**src/rtl/sti_pkg.sv**
```systemverilog
// Shared definitions for the STI command loader.
//  - FSM state encoding (3 bits)
//  - command-word field offsets and packed view
//  - length codes and len_bits(): serial bit count for a length code
package sti_pkg;

  localparam int unsigned WORD_W   = 21;
  localparam int unsigned DATA_W   = 16;
  localparam int unsigned LEN_W    = 2;
  localparam int unsigned BITCNT_W = 6;

  localparam int unsigned DATA_LSB = 0;
  localparam int unsigned LEN_LSB  = 16;
  localparam int unsigned FILL_BIT = 18;
  localparam int unsigned MSB_BIT  = 19;
  localparam int unsigned LOW_BIT  = 20;

  localparam logic [LEN_W-1:0] LEN_8  = 2'b00;
  localparam logic [LEN_W-1:0] LEN_16 = 2'b01;
  localparam logic [LEN_W-1:0] LEN_24 = 2'b10;
  localparam logic [LEN_W-1:0] LEN_32 = 2'b11;

  typedef enum logic [2:0] {
    ST_IDLE       = 3'd0,
    ST_FETCH      = 3'd1,
    ST_LOAD       = 3'd2,
    ST_WAIT_START = 3'd3,
    ST_WAIT_DONE  = 3'd4,
    ST_NEXT       = 3'd5,
    ST_END        = 3'd6
  } state_e;

  typedef struct packed {
    logic              low;
    logic              msb;
    logic              fill;
    logic [LEN_W-1:0]  length;
    logic [DATA_W-1:0] data;
  } cmd_word_t;

  // Serial bit count for a length code: 8*(len+1)
  function automatic logic [BITCNT_W-1:0] len_bits(input logic [LEN_W-1:0] len);
    logic [BITCNT_W-1:0] b;
    b = 6'd32;
    case (len)
      LEN_8:  b = 6'd8;
      LEN_16: b = 6'd16;
      LEN_24: b = 6'd24;
      LEN_32: b = 6'd32;
    endcase
    return b;
  endfunction

  // Split a raw ROM word into its fields
  function automatic cmd_word_t cmd_word_unpack(input logic [WORD_W-1:0] w);
    cmd_word_t u;
    u.data   = w[DATA_LSB +: DATA_W];
    u.length = w[LEN_LSB +: LEN_W];
    u.fill   = w[FILL_BIT];
    u.msb    = w[MSB_BIT];
    u.low    = w[LOW_BIT];
    return u;
  endfunction

endpackage

```
**src/rtl/sti_cmd_loader.sv**
```systemverilog
// sti_cmd_loader: fetches command words from a synchronous ROM and feeds the
// STI serializer one word at a time, pacing on so_valid.
//  clk, reset(async, active-low), start, cmd_count  : control inputs
//  cmd_addr / cmd_rdata                             : ROM port (1-cycle read latency)
//  so_valid                                         : serializer busy-shifting flag
//  load, pi_*                                       : parallel-load interface
//  busy, done, err_len, err_timeout                 : status (errors sticky per run)
module sti_cmd_loader
  import sti_pkg::*;
#(
  parameter int unsigned ADDR_W  = 8,
  parameter int unsigned TIMEOUT = 64
) (
  input  logic              clk,
  input  logic              reset,
  input  logic              start,
  input  logic [ADDR_W:0]   cmd_count,
  output logic [ADDR_W-1:0] cmd_addr,
  input  logic [WORD_W-1:0] cmd_rdata,
  input  logic              so_valid,
  output logic              load,
  output logic [DATA_W-1:0] pi_data,
  output logic [LEN_W-1:0]  pi_length,
  output logic              pi_fill,
  output logic              pi_msb,
  output logic              pi_low,
  output logic              pi_end,
  output logic              busy,
  output logic              done,
  output logic              err_len,
  output logic              err_timeout
);

  localparam int unsigned CNT_W = ADDR_W + 1;
  localparam int unsigned TMO_W = $clog2(TIMEOUT + 1);

  state_e              state_q, state_d;
  logic [CNT_W-1:0]    cnt_q, cnt_d;
  logic [CNT_W-1:0]    word_idx_q, word_idx_d;
  logic [CNT_W-1:0]    word_idx_inc;
  logic [ADDR_W-1:0]   cmd_addr_q, cmd_addr_d;
  logic [TMO_W-1:0]    tmo_cnt_q, tmo_cnt_d;
  logic [BITCNT_W-1:0] bit_cnt_q, bit_cnt_d;
  logic                load_q, load_d;
  cmd_word_t           pi_q, pi_d;
  logic                pi_end_q, pi_end_d;
  logic                busy_q, busy_d;
  logic                done_q, done_d;
  logic                err_len_q, err_len_d;
  logic                err_tmo_q, err_tmo_d;
  logic                tmo_hit;
  cmd_word_t           word;

  assign word         = cmd_word_unpack(cmd_rdata);
  assign word_idx_inc = word_idx_q + CNT_W'(1);
  assign tmo_hit      = (tmo_cnt_q == TMO_W'(TIMEOUT - 1));

  // State register
  always_ff @(posedge clk or negedge reset) begin
    if (!reset) state_q <= ST_IDLE;
    else        state_q <= state_d;
  end

  // Next-state logic
  always_comb begin
    state_d = state_q;
    case (state_q)
      ST_IDLE:       if (start) state_d = (cmd_count == '0) ? ST_END : ST_FETCH;
      ST_FETCH:      state_d = ST_LOAD;
      ST_LOAD:       state_d = ST_WAIT_START;
      ST_WAIT_START: begin
        if (so_valid)     state_d = ST_WAIT_DONE;
        else if (tmo_hit) state_d = ST_NEXT;
      end
      ST_WAIT_DONE:  if (!so_valid) state_d = ST_NEXT;
      ST_NEXT:       state_d = (word_idx_inc == cnt_q) ? ST_END : ST_FETCH;
      ST_END:        state_d = ST_IDLE;
      default:       state_d = ST_IDLE;
    endcase
  end

  // Output / datapath next values
  always_comb begin
    cnt_d      = cnt_q;
    word_idx_d = word_idx_q;
    cmd_addr_d = cmd_addr_q;
    tmo_cnt_d  = tmo_cnt_q;
    bit_cnt_d  = bit_cnt_q;
    pi_d       = pi_q;
    pi_end_d   = pi_end_q;
    err_len_d  = err_len_q;
    err_tmo_d  = err_tmo_q;
    load_d     = 1'b0;
    done_d     = (state_d == ST_END);
    busy_d     = (state_d != ST_IDLE);
    case (state_q)
      ST_IDLE: begin
        if (start) begin
          cnt_d      = cmd_count;
          word_idx_d = '0;
          cmd_addr_d = '0;
          bit_cnt_d  = '0;
          pi_end_d   = 1'b0;
          err_len_d  = 1'b0;
          err_tmo_d  = 1'b0;
        end
      end
      ST_LOAD: begin
        pi_d      = word;
        load_d    = 1'b1;
        tmo_cnt_d = '0;
      end
      ST_WAIT_START: begin
        if (so_valid)     bit_cnt_d = BITCNT_W'(1);
        else if (tmo_hit) err_tmo_d = 1'b1;
        else              tmo_cnt_d = tmo_cnt_q + TMO_W'(1);
      end
      ST_WAIT_DONE: begin
        // Bit counter saturates so a runaway so_valid cannot wrap into a match
        if (so_valid) begin
          if (bit_cnt_q != '1) bit_cnt_d = bit_cnt_q + BITCNT_W'(1);
        end else if (bit_cnt_q != len_bits(pi_q.length)) begin
          err_len_d = 1'b1;
        end
      end
      ST_NEXT: begin
        word_idx_d = word_idx_inc;
        if (word_idx_inc != cnt_q) cmd_addr_d = cmd_addr_q + ADDR_W'(1);
      end
      default: ;
    endcase
    if (state_d == ST_END) pi_end_d = 1'b1;
  end

  // Datapath and output registers
  always_ff @(posedge clk or negedge reset) begin
    if (!reset) begin
      cnt_q      <= '0;
      word_idx_q <= '0;
      cmd_addr_q <= '0;
      tmo_cnt_q  <= '0;
      bit_cnt_q  <= '0;
      load_q     <= 1'b0;
      pi_q       <= '0;
      pi_end_q   <= 1'b0;
      busy_q     <= 1'b0;
      done_q     <= 1'b0;
      err_len_q  <= 1'b0;
      err_tmo_q  <= 1'b0;
    end else begin
      cnt_q      <= cnt_d;
      word_idx_q <= word_idx_d;
      cmd_addr_q <= cmd_addr_d;
      tmo_cnt_q  <= tmo_cnt_d;
      bit_cnt_q  <= bit_cnt_d;
      load_q     <= load_d;
      pi_q       <= pi_d;
      pi_end_q   <= pi_end_d;
      busy_q     <= busy_d;
      done_q     <= done_d;
      err_len_q  <= err_len_d;
      err_tmo_q  <= err_tmo_d;
    end
  end

  assign cmd_addr    = cmd_addr_q;
  assign load        = load_q;
  assign pi_data     = pi_q.data;
  assign pi_length   = pi_q.length;
  assign pi_fill     = pi_q.fill;
  assign pi_msb      = pi_q.msb;
  assign pi_low      = pi_q.low;
  assign pi_end      = pi_end_q;
  assign busy        = busy_q;
  assign done        = done_q;
  assign err_len     = err_len_q;
  assign err_timeout = err_tmo_q;

endmodule

```
**config.mk**
```make
export PLATFORM = sky130hd
export DESIGN_NAME = sti_cmd_loader
export DESIGN_NICKNAME = d
export VERILOG_FILES = /design/src/rtl/sti_pkg.sv /design/src/rtl/sti_cmd_loader.sv
export SDC_FILE = /design/constraint.sdc
export NUM_CORES = 1
export LEC_CHECK = 0
export BUFFER_PORTS_ARGS = -buffer_cell sky130_fd_sc_hd__buf_2
export CORE_UTILIZATION = 42
export DETAILED_ROUTE_END_ITERATION = 8
export GPL_TIMING_DRIVEN = 0
export PLACE_DENSITY = 0.69
export SETUP_SLACK_MARGIN = 0.2
export SLEW_MARGIN = 20
export SYNTH_ARGS = -nofsm -noshare
export SYNTH_HDL_FRONTEND = slang
export SYNTH_SLANG_ARGS = --single-unit
```
**constraint.sdc**
```tcl
create_clock -name clk -period 2.1 [get_ports clk]
set_input_delay 0.42 -clock clk [delete_from_list [all_inputs] [get_ports clk]]
set_output_delay 0.42 -clock clk [all_outputs]
set_load 0.01 [all_outputs]
```
==> flow_summary.json <==
{
  "m1WireLength_mm": 3.631,
  "tritoncts": "done",
  "power.internal_mw": 3.794,
  "crit_chain": "buf_6 > and3_4 > buf_6 > nand4b_1 > o211ai_1 > a22oi_2 > buf_4 > buf_6 > o2111ai_4 > mux2i_1",
  "cts_made_buffers": 9,
  "cp.arrival_ps": 2280,
  "wl_met2_mm": 4.483,
  "dieArea_um2": 8979,
  "utilization": 0.5695,
  "p_sw_mw": 2.334,
  "finalCritPeriodShare": 0.9788,
  "core_um2": 8258,
  "netlist_area_um2": 3613,
  "slew_headroom": 0.6550,
  "fmaxAchievable_mhz": 486.5,
  "r2r_end": "cmd_addr[6]",
  "setup_viol": 0,
  "antenna_found_initial": 0,
  "via_per_inst": 5.376,
  "leakage_nw": 2.251,
  "die_x_um": 94.76,
  "grt_setup_unrepaired": "yes",
  "drtIter0Drc": 111,
  "dp_cells": 534,
  "root_buffer": "clkbuf_8",
  "final.setup.tns_ps": 0,
  "layout_setup_ws_ps": 44.57,
  "worst-path-buf-inv": 4,
  "layout-drive-gt1-share": 0.3512,
  "p_seq_frac": 0.350,
  "finalHoldViolCount": 0,
  "wl_per_cell_um": 15.05,
  "wl_met3_um": 407,
  "syn-instance-count": 360,
  "ff2ff_path_depth": 10,
  "cp-start-kind": "flip-flop",
  "synthArstFlopShare": 1.000,
  "slowest_stage": "dfrtp_2",
  "cp_common_cell": "buf_6",
  "ios": 69,
  "yosys_most_used_dff": "dfrtp_1",
  "grt_max_degree": 43,
  "ys_seq_area_frac": 0.4778,
  "startpoint": "word_idx_q[0]",
  "layout.nets": 505,
  "max_stage_delay_ps": 440,
  "yosysUniqueCellTypes": 61,
  "yosysWarnings": 0,
  "antenna_cells": 0,
  "path_class": "flip-flop to flip-flop",
  "crit_path_end": "cmd_addr[6]",
  "worstSkewPairLatency_ps": 340,
  "ys_seq_elements": 69,
  "synth_nets": 402,
  "top_layer": "met4",
  "dpl_worst_slack_ps": -230.4,
  "first_pass_iters": 4,
  "cp_data_required_time_ps": 2330,
  "synth_edf_count": 0,
  "finalWeightedCongestion": 0.8110,
  "skew_ps": 11.30,
  "path_clk_slew_ps": 80,
  "grt_pass1_wl_mm": 13.86,
  "pwr-share-comb": 0.458,
  "syn_to_final_growth_pct": 30.16,
  "crit_path_max_fanout": 7,
  "hold_class": "primary input to flip-flop",
  "ff2ff_setup_slack_ps": 40,
  "endpoint_kind": "flip-flop",
  "ys_top_cells_by_area": "dfrtp_1 (48%), nand2_1 (6.2%), mux2_1 (5.6%)",
  "grt_usage": 0.1997,
  "min_period_ps": 2055,
  "drv_slew": 0,
  "crit_cells": 10,
  "tightest_slew_ps": 517.6,
  "syn_avg_cell_area_um2": 10.04,
  "p_sw_frac": 0.3809,
  "rows": 33,
  "layout_commonest_cell": "buf_2",
  "status": "finished, final reports clean",
  "vdd_ir_drop_max_uv": 646.1,
  "yosysTopAreaCell": "dfrtp_1",
  "htree_levels": 3,
  "clk_path_buf_depth": 2,
  "reg2reg_from": "word_idx_q[0]",
  "vias": 3075,
  "die_h_um": 94.76,
  "clock-sinks": 69,
  "cpLargestDelayFamily": "buffers and inverters",
  "final_cell_mix": "buf_2 (71), dfrtp_1 (68), nand2_1 (59)",
  "clockPowerShare": 0.192,
  "antenna_left": 0,
  "grt-ovfl-total": 0,
  "drc": 0,
  "drt_wl_total_mm": 8.609,
  "cap_violations": 0,
  "synth_top_cell_area_share": 0.4778,
  "grt_pass1_vias": 3039,
  "start_util": 0.4376,
  "powerDensity_nw_per_um2": 1303,
  "io_buffers": 68,
  "finalNonFillerCells": 572,
  "hpwl_mm": 5.821
}
state kept, by name, summed over array words and instances, names as in the netlist, 2 cells and up:
register	flops
cnt_q	9
word_idx_q	9
tmo_cnt_q	7
bit_cnt_q	6
cmd_addr	8
pi_length	2
pi_data	16
state_q	3
through the flow:
| step | total power [mW] | hold slack [ps] | instance area, um2 |
|---|---|---|---|
| floorplan | 3.727 | 124.4 | 3631 |
| global placement | 4.381 | 463.4 | 4103 |
| detailed placement | 4.487 | 373.2 | 4125 |
| CTS | 5.917 | 270.9 | 4519 |
| global route | 6.577 | 278.1 | 4703 |
| finish | 6.128 | 286.1 | 4703 |
what timing repair did:
item	in CTS	in global routing
pin swaps	12	7
endpoints found under the setup margin	51	39
setup buffers	13	8
gates resized for setup	17	34
cloned	1	0
endpoints found under the hold margin	9	0
hold buffers	1	0
Yosys cell counts (all sizes together) (3+ instances only):
cell and number:
clkbuf 11, a22oi 3, buf 7, o21ai 29, nor2 31, dfrtp 69, a21oi 9, o41ai 4
o211ai 3, nand4 5, inv 9, nand2 60, mux2 21, and3 4, o31ai 6, nor4 3
nand3 12, or2 3, nor3 3, ha 8, xnor2 6, xor2 9, and2 3, mux2i 6
o21a 5, a22o 4, nand2b 4
cells by family after synthesis:
family / count (synthesis) / share of synthesized area
buffers and inverters: 27 / 0.04362
AND/OR/NAND/NOR: 136 / 0.1839
adder cells (fa/ha/maj): 8 / 0.02770
AO/OA/AOI/OAI: 78 / 0.1465
flip-flops: 69 / 0.4778
multiplexers: 27 / 0.08206
XOR/XNOR: 15 / 0.03844
power by group through the flow:
| stage | combinational [mW] | clock [mW] | sequential [mW] |
|---|---|---|---|
| floorplan | 1.49 | 0 | 2.24 |
| global placement | 2.25 | 0 | 2.13 |
| detailed placement | 2.33 | 0 | 2.16 |
| CTS | 2.56 | 1.21 | 2.15 |
| global route | 3.10 | 1.27 | 2.21 |
| finish | 2.81 | 1.18 | 2.15 |
cell type report:
type,count,area (um2)
fillers,745,3555
multi-input cells,264,1906
flip-flops and latches,69,1728
repair buffers,92,550.5
clock buffers,11,141.4
plain buffers,18,140.1
well taps,105,131.4
clock inverters,4,72.57
inverters,9,33.78
how the worst min path moves through the flow:
stage	startpoint	endpoint	slack (ps)	depth (start not counted)
2_1_floorplan	reset	bit_cnt_q[0]	120	0
3_3_place_gp	pi_data[14]	pi_data[14]	460	1
3_5_place_dp	reset	word_idx_q[4]	370	1
4_1_cts	cmd_rdata[17]	pi_length[1]	270	3
5_1_grt	cmd_rdata[19]	pi_msb	280	2
6_report	cmd_rdata[17]	pi_length[1]	290	3
worst min-delay path, delay by kind of cell:
| kind | cells | cell delay, ps |
|---|---|---|
| buffers and inverters | 1 | 80 |
| AO/OA/AOI/OAI | 1 | 60 |
| AND/OR/NAND/NOR | 1 | 30 |
metal layers:
| layer | global-route usage | vias to the layer above |
|---|---|---|
| li1 | - | 1474 |
| met1 | 0.2441 | 1511 |
| met2 | 0.3363 | 82 |
| met3 | 0.05797 | 8 |
| met4 | 0.06692 | 0 |
| met5 | 0 | - |
No activity file was read; power rests on OpenSTA's default activity.
